**src/rtl/pipe_ctrl_pkg.sv**
```systemverilog
// Shared types and constants for the pipeline controller.
//   pipe_state_e : controller FSM states
//   pipe_ctl_t   : bundle of stall/flush/redirect flags driven to the pipeline
package pipe_ctrl_pkg;

  localparam int unsigned XLEN = 32;

  localparam logic [XLEN-1:0] ZERO_WORD     = '0;
  localparam logic            WRITE_DISABLE = 1'b0;

  typedef enum logic {
    PIPE_IDLE     = 1'b0,
    PIPE_INT_HOLD = 1'b1
  } pipe_state_e;

  typedef struct packed {
    logic pc_stall;
    logic if_id_stall;
    logic if_id_flush;
    logic id_ex_flush;
    logic jump;
  } pipe_ctl_t;

  localparam pipe_ctl_t CTL_NONE = '{default: WRITE_DISABLE};

  // Redirect: pc loads a new target, both younger stages are squashed.
  function automatic pipe_ctl_t ctl_redirect();
    pipe_ctl_t c;
    c             = CTL_NONE;
    c.jump        = 1'b1;
    c.if_id_flush = 1'b1;
    c.id_ex_flush = 1'b1;
    return c;
  endfunction

  // Bubble: front end holds, id_ex receives a NOP.
  function automatic pipe_ctl_t ctl_bubble();
    pipe_ctl_t c;
    c             = CTL_NONE;
    c.pc_stall    = 1'b1;
    c.if_id_stall = 1'b1;
    c.id_ex_flush = 1'b1;
    return c;
  endfunction

  // Drain: pc runs, both pipeline registers load NOPs.
  function automatic pipe_ctl_t ctl_drain();
    pipe_ctl_t c;
    c             = CTL_NONE;
    c.if_id_flush = 1'b1;
    c.id_ex_flush = 1'b1;
    return c;
  endfunction

endpackage

```
**src/rtl/pipe_ctrl_stall_wdt.sv**
```systemverilog
// Stall watchdog: counts consecutive stall cycles (saturating) and raises a
// sticky timeout once a stall continues past WDT_LIMIT cycles.
//   clk, rst   : clock, synchronous active-high reset
//   stall_i    : pc is stalled this cycle
//   timeout_o  : sticky, registered; cleared only by rst
module stall_wdt
  import pipe_ctrl_pkg::*;
#(
  parameter int unsigned WDT_LIMIT = 255,
  parameter int unsigned WDT_W     = 8
) (
  input  logic clk,
  input  logic rst,
  input  logic stall_i,
  output logic timeout_o
);

  logic [WDT_W-1:0] cnt_q, cnt_d;
  logic             timeout_q, timeout_d;

  // Next-state: saturating increment while stalled, clear otherwise.
  always_comb begin
    cnt_d     = '0;
    timeout_d = timeout_q;
    if (stall_i) begin
      cnt_d = (cnt_q == {WDT_W{1'b1}}) ? cnt_q : cnt_q + WDT_W'(1);
      if (cnt_q == WDT_W'(WDT_LIMIT)) begin
        timeout_d = 1'b1;
      end
    end
  end

  always_ff @(posedge clk) begin
    if (rst) begin
      cnt_q     <= '0;
      timeout_q <= WRITE_DISABLE;
    end else begin
      cnt_q     <= cnt_d;
      timeout_q <= timeout_d;
    end
  end

  assign timeout_o = timeout_q;

endmodule

```
**src/rtl/pipe_ctrl.sv**
```systemverilog
// Central pipeline controller for the pc -> if_id -> id_ex -> ex core.
// Arbitrates interrupt, jump, multi-cycle-unit and load-use requests and
// drives stall/flush/redirect flags with zero latency from state + inputs.
//   clk, rst          : clock, synchronous active-high reset
//   jump_flag_i/addr  : taken branch/jump from ex (pulse)
//   int_assert_i/addr : interrupt entry from clint (pulse)
//   div_busy_i        : multi-cycle unit busy (level)
//   load_use_i        : load-use hazard from id (level)
//   pc_stall_o, if_id_stall_o, if_id_flush_o, id_ex_flush_o : pipeline control
//   jump_flag_o/jump_addr_o : pc redirect (addr is 0 when flag is 0)
//   stall_timeout_o   : sticky stall watchdog flag (registered)
module pipe_ctrl
  import pipe_ctrl_pkg::*;
#(
  parameter int unsigned INT_HOLD_CYC = 2,
  parameter int unsigned WDT_LIMIT    = 255,
  parameter int unsigned WDT_W        = 8
) (
  input  logic            clk,
  input  logic            rst,
  input  logic            jump_flag_i,
  input  logic [XLEN-1:0] jump_addr_i,
  input  logic            int_assert_i,
  input  logic [XLEN-1:0] int_addr_i,
  input  logic            div_busy_i,
  input  logic            load_use_i,
  output logic            pc_stall_o,
  output logic            if_id_stall_o,
  output logic            if_id_flush_o,
  output logic            id_ex_flush_o,
  output logic            jump_flag_o,
  output logic [XLEN-1:0] jump_addr_o,
  output logic            stall_timeout_o
);

  localparam int unsigned HOLD_W = (INT_HOLD_CYC > 1) ? $clog2(INT_HOLD_CYC) : 1;

  pipe_state_e       state_q, state_d;
  logic [HOLD_W-1:0] hold_cnt_q, hold_cnt_d;
  pipe_ctl_t         ctl;
  logic [XLEN-1:0]   jump_addr;

  // State register and interrupt hold counter.
  always_ff @(posedge clk) begin
    if (rst) begin
      state_q    <= PIPE_IDLE;
      hold_cnt_q <= '0;
    end else begin
      state_q    <= state_d;
      hold_cnt_q <= hold_cnt_d;
    end
  end

  // Next state, priority arbitration and flag decode.
  // Outputs are forced quiet while rst is high so the pipeline sees no
  // spurious redirect in the reset cycle itself.
  always_comb begin
    state_d    = state_q;
    hold_cnt_d = hold_cnt_q;
    ctl        = CTL_NONE;
    jump_addr  = ZERO_WORD;
    if (!rst) begin
      unique case (state_q)
        PIPE_IDLE: begin
          if (int_assert_i) begin
            // A jump in the same cycle is dropped: the trap vector wins.
            ctl        = ctl_redirect();
            jump_addr  = int_addr_i;
            state_d    = PIPE_INT_HOLD;
            hold_cnt_d = HOLD_W'(INT_HOLD_CYC - 1);
          end else if (jump_flag_i) begin
            ctl       = ctl_redirect();
            jump_addr = jump_addr_i;
          end else if (div_busy_i || load_use_i) begin
            ctl = ctl_bubble();
          end
        end
        PIPE_INT_HOLD: begin
          // Trap entry drains the pipe; every other request is ignored.
          ctl = ctl_drain();
          if (hold_cnt_q == '0) begin
            state_d = PIPE_IDLE;
          end else begin
            hold_cnt_d = hold_cnt_q - HOLD_W'(1);
          end
        end
        default: begin
          state_d    = PIPE_IDLE;
          hold_cnt_d = '0;
        end
      endcase
    end
    // if_id cannot hold and squash at once; squash wins.
    if (ctl.if_id_flush) begin
      ctl.if_id_stall = 1'b0;
    end
  end

  assign pc_stall_o    = ctl.pc_stall;
  assign if_id_stall_o = ctl.if_id_stall;
  assign if_id_flush_o = ctl.if_id_flush;
  assign id_ex_flush_o = ctl.id_ex_flush;
  assign jump_flag_o   = ctl.jump;
  assign jump_addr_o   = jump_addr;

  stall_wdt #(
    .WDT_LIMIT (WDT_LIMIT),
    .WDT_W     (WDT_W)
  ) u_stall_wdt (
    .clk       (clk),
    .rst       (rst),
    .stall_i   (ctl.pc_stall),
    .timeout_o (stall_timeout_o)
  );

endmodule

```
**config.mk**
```make
export PLATFORM = sky130hd
export DESIGN_NAME = pipe_ctrl
export DESIGN_NICKNAME = d
export VERILOG_FILES = /design/src/rtl/pipe_ctrl_pkg.sv /design/src/rtl/pipe_ctrl_stall_wdt.sv /design/src/rtl/pipe_ctrl.sv
export SDC_FILE = /design/constraint.sdc
export NUM_CORES = 1
export LEC_CHECK = 0
export BUFFER_PORTS_ARGS = -buffer_cell sky130_fd_sc_hd__buf_2
export CAP_MARGIN = 20
export CORE_MARGIN = 2
export CORE_UTILIZATION = 42
export CTS_CLUSTER_DIAMETER = 40
export DETAILED_ROUTE_END_ITERATION = 6
export HOLD_SLACK_MARGIN = 0.03
export PLACE_DENSITY = 0.89
export SYNTH_ARGS = -nofsm -noshare
export SYNTH_HDL_FRONTEND = slang
export SYNTH_HIERARCHICAL = 1
export SYNTH_SLANG_ARGS = --single-unit
```
**constraint.sdc**
```tcl
create_clock -name clk -period 2.33 [get_ports clk]
set_clock_uncertainty 0.1 [all_clocks]
set_input_delay 0.233 -clock clk [delete_from_list [all_inputs] [get_ports clk]]
set_output_delay 0.233 -clock clk [all_outputs]
set_load 0.005 [all_outputs]
```
======== After elaboration in Yosys (flattened, before gate mapping) ========
Cells that the tools add are included.
operators by class
  eq/ne operators ......................... 2
  order comparisons ....................... 0
  multiplexer cells ....................... 16
  bitwise logic cells ..................... 2
  $mul .................................... 0
  divide/modulo/power cells ............... 0
  shift-type cells ........................ 0
  reduce and logical (&&, ||, !) cells .... 3
  add/sub/neg operators ................... 2
operator list
  operator                                                        count
  32-bit two-way mux                                              4
  5-bit two-way mux                                               4
  5-bit one-hot mux with 2 select lines                           1
  8-bit by 1-bit adder with 8-bit output (second input constant)  1
  8-bit == test (second input constant)                           1
  1-bit two-way mux                                               5
  1-bit one-hot mux with 2 select lines                           2
  2-bit != test (second input constant)                           1
  1-bit inverter                                                  2
  2-bit AND reduction                                             1
  2-bit OR reduction                                              1
  1-bit logical OR                                                1
  1-bit subtractor (second input constant)                        1
word-level totals
  register bits after elaboration ......... 11
  output and inout bits ................... 38
  RAM bits ................................ 0
  input bits .............................. 70
  memory bits (read-only) ................. 0
  logic and storage cells ................. 29
  memories kept ........................... 0
  latch bits .............................. 0

======== Depth between registers and ports, before layout ========
Gate-level depths: netlist (run 1).
  depth in word-level cells ............... 8
  gate-level depth with buffers ........... 6
  mapped depth without buffers ............ 5

======== Cells and area by module ========
Netlist (run 1), hierarchy kept.
by module, submodules not included
  module     cells each  area an instance (µm²)  seq. area each (µm²)  instances
  pipe_ctrl  126         890.9                   40.0                  1
  stall_wdt  46          440.4                   180.2                 1

======== Least setup slack after synthesis (run 1) ========
OpenSTA, ideal clock, no wires.
  kind .................................... input port to flip-flop
  from .................................... input jump_flag_i
  to ...................................... register u_stall_wdt.cnt_q[5]
  arrival ................................. 1,541 ps
  path slack .............................. 615 ps
  path buffers ............................ 1
  setup time .............................. 74 ps
  cell stages on the path ................. 6
  required time ........................... 2,156 ps
  cell sequence ........................... buf_2 nor3_2 nor3b_1 nor2b_1 o211ai_1 a31oi_1
between the ends
  word-level cells in the longest chain between the ends .. 6
ends and longest elaborated chain
  item                                   line                       source
  from (decl)                            pipe_ctrl.sv:21            input logic jump_flag_i,
  5-bit two-way mux                      pipe_ctrl.sv:71            end else if (jump_flag_i) begin
  5-bit two-way mux                      pipe_ctrl.sv:65            if (int_assert_i) begin
  5-bit one-hot mux with 2 select lines  pipe_ctrl.sv:63            unique case (state_q)
  5-bit two-way mux                      pipe_ctrl.sv:62            if (!rst) begin
  named net pc_stall_o                   pipe_ctrl.sv:27            output logic pc_stall_o,
  1-bit inverter (no source line)        n/a
  2-bit OR reduction (no source line)    n/a
  to (signal assigned)                   pipe_ctrl_stall_wdt.sv:38  cnt_q <= cnt_d;
  to (decl)                              pipe_ctrl_stall_wdt.sv:18  logic [WDT_W-1:0] cnt_q, cnt_d;
The timed path passes the listed nets, and every way through them passes these cells.
A chain may end at the register's enable or synchronous reset.

======== Final worst setup path (run 1) ========
  from .................................... register state_q
  to ...................................... output jump_addr_o[2]
between the ends
  word-level cells in the longest chain between the ends .. 2
ends and longest elaborated chain
  item                    line             source
  from (decl)             pipe_ctrl.sv:38  pipe_state_e state_q, state_d;
  from (signal assigned)  pipe_ctrl.sv:49  state_q <= state_d;
  32-bit two-way mux      pipe_ctrl.sv:63
  32-bit two-way mux      pipe_ctrl.sv:62
  to (decl)               pipe_ctrl.sv:32  output logic [XLEN-1:0] jump_addr_o,
Every way passes these cells.

==> impl_metrics.ini, run 1 <==
[timing]
min_period_over_period_pct = 87.4
finalSetupViolations = 0
slew_viol_final = 0
hold_viol_final = 0
rsz0062_at_grt = no
tightest_slew_ns = 0.988
tns_ns = 0
slew_headroom_pct = 34.1
hold_slack_ns = 0.125
period_minus_slack_ns = 2.04
clock.fmax_mhz = 491

[grt]
overflow = 0
track_usage_pct = 18.5
grt_max_degree = 66
antenna_found_initial = 0
grt_pass1_wl_um = 5270
grt_pass1_vias = 1262

[routing]
wl_per_cell_um = 12.0
via_count = 1581
firstDrtPassIters = 4
drc = 0
drtAntennaViolNets = 0
drt_wl_total_um = 3760
viasPerCell = 5.05
drt_iter0_drc = 130

[synthesis]
synth_edf_count = 0
syn_nets = 243
synth.area.top_cells = nand3b_1 (18%), a21oi_2 (17%), dfxtp_1 (17%)
synthFlopType = dfxtp_1
avgSynthCellArea_um2 = 7.74
synth_top_area_share_pct = 18.0
ys_async_sr_fraction_pct = 0
yosysMostFrequentCell = nand2_1
synth_common_cells = nand2_1 (36), nand3b_1 (32), a21oi_2 (26), dfxtp_1 (11)
ys_warn_count = 6
yosys.area.top_type = nand3b_1
yosysUniqueCellTypes = 38
ys_seq_area_share_pct = 16.5
syn_area_um2 = 1330
ys_ff_latch = 11
netlist_instances = 172

[worst_hold_path]
hold_path.class = in -> reg
hold_depth = 2

[final_layout]
final_nets = 341
num_antenna_cells = 0
final_cell_area_um2 = 1820
n_fill_cell = 281
drive_above_1_share_pct = 55.4
seqCellArea_um2 = 220
syn_to_final_growth_pct = 37.0
multiInputGateArea_um2 = 968

[clock_tree]
post_cts_buffers = 0
cts_buffer_depth = 2
cts_inserted_buffers = 3
path_clk_slew_ns = 0.07
cts_tree = yes
cts-htree-levels = 1
cts_root_buf = clkbuf_4
cts_resized = 0
clock_sinks = 11
clk_latency_ns = 0.27
hold_buffers = 0

[setup_path]
critPathRequiredTime_ns = 2.00
crit_chain = or2_2 -> a21oi_1 -> buf_2
r2r_cells = 5
crit_fanout = 34
cpPeakStageDelay_ns = 0.79
crit_slowest_cell = or2_2
crit_type = reg -> out
start_kind = flop
worstPathArrival_ns = 1.70
end_kind = output pin

[floorplanning]
row_count = 20
fp.dieH_um = 60.3
die_w_um = 60.3
dieArea_um2 = 3640
io_pins = 108
initial_utilization_pct = 44.0
core_area_um2 = 3030

[pwr]
power-per-cell-area_nw_per_um2 = 297
peakVddDrop_mv = 0.230
leakage_nw = 0.849

[place]
hpwl_um = 2900
routabilityCongestion = 0.805
io_buffers = 107
dpl-instance-area_um2 = 1800

[outcome]
status = finished clean

[run]
drv_cap = 0
-- cell usage in the layout (no fill, tap or decap), drive strengths merged, types with 3 or more instances in the layout --
cell	netlist	final
nor2	9	9
and3	3	3
buf	13	109
o21ai	3	3
a21oi	33	33
nand2	37	37
a31oi	7	7
nand3b	32	32
dfxtp	11	11
nor3b	3	3
clkbuf	3	4
-- where the power goes --
part / switching, mW / internal, mW / total (mW)
sequential: 0.00230 / 0.191 / 0.193
clock: 0.0641 / 0.0662 / 0.130
combinational: 0.110 / 0.108 / 0.218
-- state kept, by name, indices dropped and copies added, names as in the netlist --
register               flops
state_q                    1
hold_cnt_q                 1
u_stall_wdt/timeout_o      1
u_stall_wdt/cnt_q          8
-- area by class of cell --
cell class | count | share of cell area [%]
sequential | 11 | 12.1
clock buffer | 4 | 1.44
timing repair buffer | 109 | 30.2
inverter | 1 | 0.206
multi-input combinational | 144 | 53.1
tap | 44 | 3.02
-- worst max-delay path, delay by kind of cell (launching register included) --
kind / cells / cell delay [ns]
AND/OR/NAND/NOR: 1 / 0.79
buffers and inverters: 1 / 0.17
flip-flops: 1 / 0.38
AO/OA/AOI/OAI: 1 / 0.07
-- metal layers --
layer / GRT usage [%] / up-vias / routed length (um)
li1: - / 808 / -
met1: 20.4 / 700 / 1520
met2: 34.3 / 69 / 1870
met3: 4.11 / 4 / 342
met4: 6.67 / 0 / 27
met5: 0 / - / 0
-- stage by stage --
stage               setup WS, ns  power, mW  std cells  utilization [%]
finish                     0.295      0.542        313             60.2
floorplan                  0.615      0.337        172                -
global placement           0.535      0.414        309             59.4
detailed placement         0.511      0.417        309             59.4
global route               0.132      0.587        313             60.2
CTS                        0.268      0.548        313             60.2
-- logic make-up (layout without fill, tap and decap cells) --
logic type / count (synthesis) / count (layout) / share of synthesized area, %
mux: 2 / 2 / 1.50
flops: 11 / 11 / 16.5
buf+inv: 17 / 114 / 10.7
compound gates: 48 / 48 / 29.1
simple gates: 93 / 93 / 41.2
fa+ha+maj: 1 / 1 / 0.940
-- worst paths after layout --
check	startpoint	slack, ns	endpoint
setup / recovery	state_q$_SDFF_PP0_	0.29	jump_addr_o[2]
setup reg to reg	state_q$_SDFF_PP0_	0.57	u_stall_wdt/cnt_q[3]$_SDFFE_PP0P_
hold reg to reg	u_stall_wdt/timeout_o$_SDFFE_PP0P_	0.38	u_stall_wdt/timeout_o$_SDFFE_PP0P_
hold / removal	rst	0.13	state_q$_SDFF_PP0_
No activity file was read; power rests on OpenSTA's default activity.
==> inputs of run 2 (changes only) <==
Settings changed: GPL_TIMING_DRIVEN set to 0, SLEW_MARGIN set to 10.
Clock period 2.33 ns to 2.4 ns, I/O delays scaled along.
==> run 2 against run 1 <==
- worst setup slack gained 0.34 ns
- combinational power rose by 11%
- global-route usage grew 2.2 points
- clock power decreased by 5%
- sequential share of layout area fell by 0.74 points
==> impl_metrics.ini, run 2 (same netlist as run 1, synthesis figures left out) <==
[outcome]
status = finished clean

[grt]
grt_pass1_vias = 1367
grt_max_degree = 11
overflow = 0
track_usage_pct = 20.7
grt_pass1_wl_um = 5930
antenna_found_initial = 0

[pwr]
peakVddDrop_mv = 0.319
total_power_mw = 0.551
power-per-cell-area_nw_per_um2 = 284
leakage_nw = 0.913

[place]
hpwl_um = 3330
io_buffers = 106
routabilityCongestion = 0.885
place_ws_ns = 0.491

[setup_path]
crit_slowest_cell = nor2b_1
start_kind = flop
crit_type = reg -> reg
crit_chain = nor3_2 -> nor3b_1 -> nor2b_1 -> o21ai_0 -> a31oi_1
ff2ff_setup_slack_ns = 0.63
critPathTopFamily = simple AND/OR/NAND/NOR gates
crit_fanout = 6
path_buf_inv = 0
critPathRequiredTime_ns = 2.49
rr_startpoint = state_q$_SDFF_PP0_
rr_endpoint = u_stall_wdt/cnt_q[3]$_SDFFE_PP0P_
end_kind = flop
r2r_cells = 5
cpPeakStageDelay_ns = 0.39
worstSetupStartpoint = state_q$_SDFF_PP0_
worstPathArrival_ns = 1.85

[timing]
rsz0062_at_grt = no
worst_slack_ns = 0.635
clock.fmax_mhz = 566
finalSetupViolations = 0
period_minus_slack_ns = 1.77
hold_slack_ns = 0.143
hold_viol_final = 0
min_period_over_period_pct = 73.6
tns_ns = 0
tightest_slew_ns = 0.407
slew_viol_final = 0
slew_headroom_pct = 72.8

[clock_tree]
hold_buffers = 0
cts_root_buf = clkbuf_4
clock_sinks = 11
cts_inserted_buffers = 3
cts_resized = 0
cts_buffer_depth = 2
clk_latency_ns = 0.26
cts-htree-levels = 1
post_cts_buffers = 0
path_clk_slew_ns = 0.07
cts_tree = yes

[final_layout]
syn_to_final_growth_pct = 46.0
drive_above_1_share_pct = 56.0
num_antenna_cells = 0
final_util_pct = 64.2
final_nets = 354
largest_reg_flops = 8
regMostFlops = u_stall_wdt/cnt_q
final_common_cell = buf_2
final_cell_mix = buf_2 (112), nand2_1 (36), nand3b_1 (32), a21oi_2 (26), dfxtp_1 (11)

[routing]
drc = 0
drtAntennaViolNets = 0
wl_per_cell_um = 12.6
via_count = 1658
drt_iter0_drc = 86
drt_wl_total_um = 4120
viasPerCell = 5.09
firstDrtPassIters = 4

[worst_hold_path]
hold_depth = 2
hold_path.class = in -> reg
min_to = u_stall_wdt/timeout_o$_SDFFE_PP0P_
worstHoldStart = rst

[floorplanning]
die_w_um = 60.3
dieArea_um2 = 3640
core_area_um2 = 3030
fp.dieH_um = 60.3
io_pins = 108
initial_utilization_pct = 44.0
row_count = 20

[run]
drv_cap = 0
run 2: worst max-delay path by stage:
stage	to	slack [ns]	cells past startpoint
floorplan	u_stall_wdt/cnt_q[5]$_SDFFE_PP0P_	0.68	6
global placement	u_stall_wdt/cnt_q[3]$_SDFFE_PP0P_	0.49	6
detailed placement	u_stall_wdt/cnt_q[3]$_SDFFE_PP0P_	0.49	6
CTS	u_stall_wdt/cnt_q[3]$_SDFFE_PP0P_	0.61	5
global route	u_stall_wdt/cnt_q[5]$_SDFFE_PP0P_	0.41	5
finish	u_stall_wdt/cnt_q[3]$_SDFFE_PP0P_	0.63	5
run 2: area by class of cell:
cell class | instances | area [um^2]
flip-flops and latches | 11 | 220
inverters | 1 | 3.75
plain buffers | 16 | 139
multi-input cells | 144 | 968
well taps | 44 | 55.1
clock buffers | 4 | 26.3
repair buffers | 106 | 531
fillers | 285 | 1080
run 2: per-stage QoR:
| stage | instances | instance area, um^2 |
|---|---|---|
| global placement | 322 | 1920 |
| floorplan | 172 | 1330 |
| detailed placement | 322 | 1920 |
| CTS | 326 | 1940 |
| finish | 326 | 1940 |
| global route | 326 | 1940 |
run 2: report_power, final:
part / internal, mW / switching, mW
Clock: 0.0641 / 0.0591
Combinational: 0.125 / 0.116
Sequential: 0.185 / 0.00214
run 2: metal layers:
metal / GRT usage (%) / up-vias / share of wire [%]
met3: 3.46 / 4 / 8.1
met5: 0 / - / 0
met1: 25.1 / 755 / 40
met2: 37.1 / 68 / 51
li1: - / 831 / -
met4: 6.03 / 0 / 0.78
==> inputs of run 3 (changes only) <==
Settings changed: CORE_UTILIZATION 42 to 36, PLACE_DENSITY 0.89 to 0.81.
Clock period 2.4 ns to 1.5 ns, I/O delays scaled along.
==> run 3 against run 2 <==
- the run now ends with setup timing left
- routed wire length is 4.3% lower
- total power is 83% higher
- global-route usage is 2.3 points lower
- die area is 16% higher
- register-to-register slack worse by 0.64 ns
- highest routed layer unchanged
==> impl_metrics.ini, run 3 (same netlist as run 1, synthesis figures left out) <==
[clock_tree]
cts_buffer_depth = 2
clock_sinks = 11
cts_tree = yes
clk_latency_ns = 0.24
hold_buffers = 0
path_clk_slew_ns = 0.05
cts-htree-levels = 1
cts_inserted_buffers = 3
cts_root_buf = clkbuf_8

[timing]
finalSetupViolations = 33
tightest_slew_ns = 0.329
hold_slack_ns = 0.131
rsz0062_at_grt = yes
worst_slack_ns = -0.0542
hold_viol_final = 0
slew_headroom_pct = 78.1
period_minus_slack_ns = 1.55
tns_ns = -1.06
slew_viol_final = 0
min_period_over_period_pct = 104
clock.fmax_mhz = 643

[place]
io_buffers = 106
routabilityCongestion = 0.838
dpl-instance-area_um2 = 1930
hpwl_um = 3070

[outcome]
status = complete, but fails checks
violations = setup timing

[setup_path]
start_kind = flop
crit_type = reg -> out
crit_fanout = 10
worstPathArrival_ns = 1.30
end_kind = output pin
critPathRequiredTime_ns = 1.25

[final_layout]
n_fill_cell = 352
final_common_cell = buf_2
final_nets = 358
drive_above_1_share_pct = 58.0
num_antenna_cells = 0
syn_to_final_growth_pct = 53.0
regMostFlops = u_stall_wdt/cnt_q
final_cell_mix = buf_2 (112), nand2_1 (36), nand3b_1 (32), a21oi_2 (26), dfxtp_1 (10)
final_cell_area_um2 = 2040
largest_reg_flops = 8

[routing]
via_count = 1643
drt_wl_total_um = 3950
drt_iter0_drc = 59
wl_per_cell_um = 11.8
drtAntennaViolNets = 0
firstDrtPassIters = 4
drc = 0
viasPerCell = 4.92

[grt]
grt_pass1_vias = 1482
grt_max_degree = 11
grt_pass1_wl_um = 6350
track_usage_pct = 18.4
overflow = 0
antenna_found_initial = 0

[pwr]
leakage_nw = 0.950
peakVddDrop_mv = 0.384
power-per-cell-area_nw_per_um2 = 495

[floorplanning]
fp.dieH_um = 64.8
dieArea_um2 = 4200
die_w_um = 64.8
row_count = 22
io_pins = 108
core_area_um2 = 3610
initial_utilization_pct = 36.9

[run]
drv_cap = 0

[worst_hold_path]
hold_path.class = in -> reg
-- run 3: changes by cell type in the layout (fill, tap and decap cells not counted), sizes merged --
cell,previous run,this run
clkbuf,7,8
buf,119,122
-- run 3: per-layer routing --
metal | track usage, % | routed length, um
met3 | 2.43 | 300
met4 | 5.59 | 25
met1 | 22.9 | 1690
met2 | 32.5 | 1930
met5 | 0 | 0
-- run 3: area by class of cell --
class / count / area, um^2 / area share [%]
inverters: 1 / 3.75 / 0.184
plain buffers: 16 / 139 / 6.82
well taps: 48 / 60.1 / 2.95
repair buffers: 110 / 578 / 28.4
multi-input cells: 144 / 990 / 48.6
clock buffers: 4 / 45.0 / 2.21
flip-flops and latches: 11 / 221 / 10.9
-- run 3: stage by stage --
step           utilization (%)  std cells  total power [mW]  setup WS [ns]
6_report                  56.5        334              1.01        -0.0542
3_5_place_dp              53.5        326             0.693         -0.171
4_1_cts                   55.3        331              1.00        -0.0574
2_1_floorplan                -        172             0.524         0.0619
3_3_place_gp              53.5        326             0.687         -0.155
5_1_grt                   56.5        334              1.06         -0.100
-- run 3: worst paths after layout --
kind	cells past startpoint	start	end	slack, ns
max reg2reg	5	state_q$_SDFF_PP0_	u_stall_wdt/cnt_q[5]$_SDFFE_PP0P_	-0.01
min	2	rst	state_q$_SDFF_PP0_	0.13
max	5	state_q$_SDFF_PP0_	jump_addr_o[19]	-0.05
min reg2reg	2	u_stall_wdt/cnt_q[1]$_SDFFE_PP0P_	u_stall_wdt/cnt_q[1]$_SDFFE_PP0P_	0.38
-- run 3: power breakdown --
| part | switching [mW] | internal, mW |
|---|---|---|
| logic | 0.189 | 0.215 |
| clock network | 0.116 | 0.187 |
| registers | 0.00309 | 0.298 |
-- run 3: critical path, stage by stage (launching register included) --
cell and delay [ns]:
dfxtp_2 0.32, or2_1 0.21, buf_6 0.16, buf_12 0.15
a21oi_2 0.10, buf_2 0.12
-- run 3: what timing repair did --
item / CTS / global route
buffers inserted: 1 / 2
gates cloned: 0 / 1
setup endpoints to repair: 35 / 37
resized for setup: 3 / 1
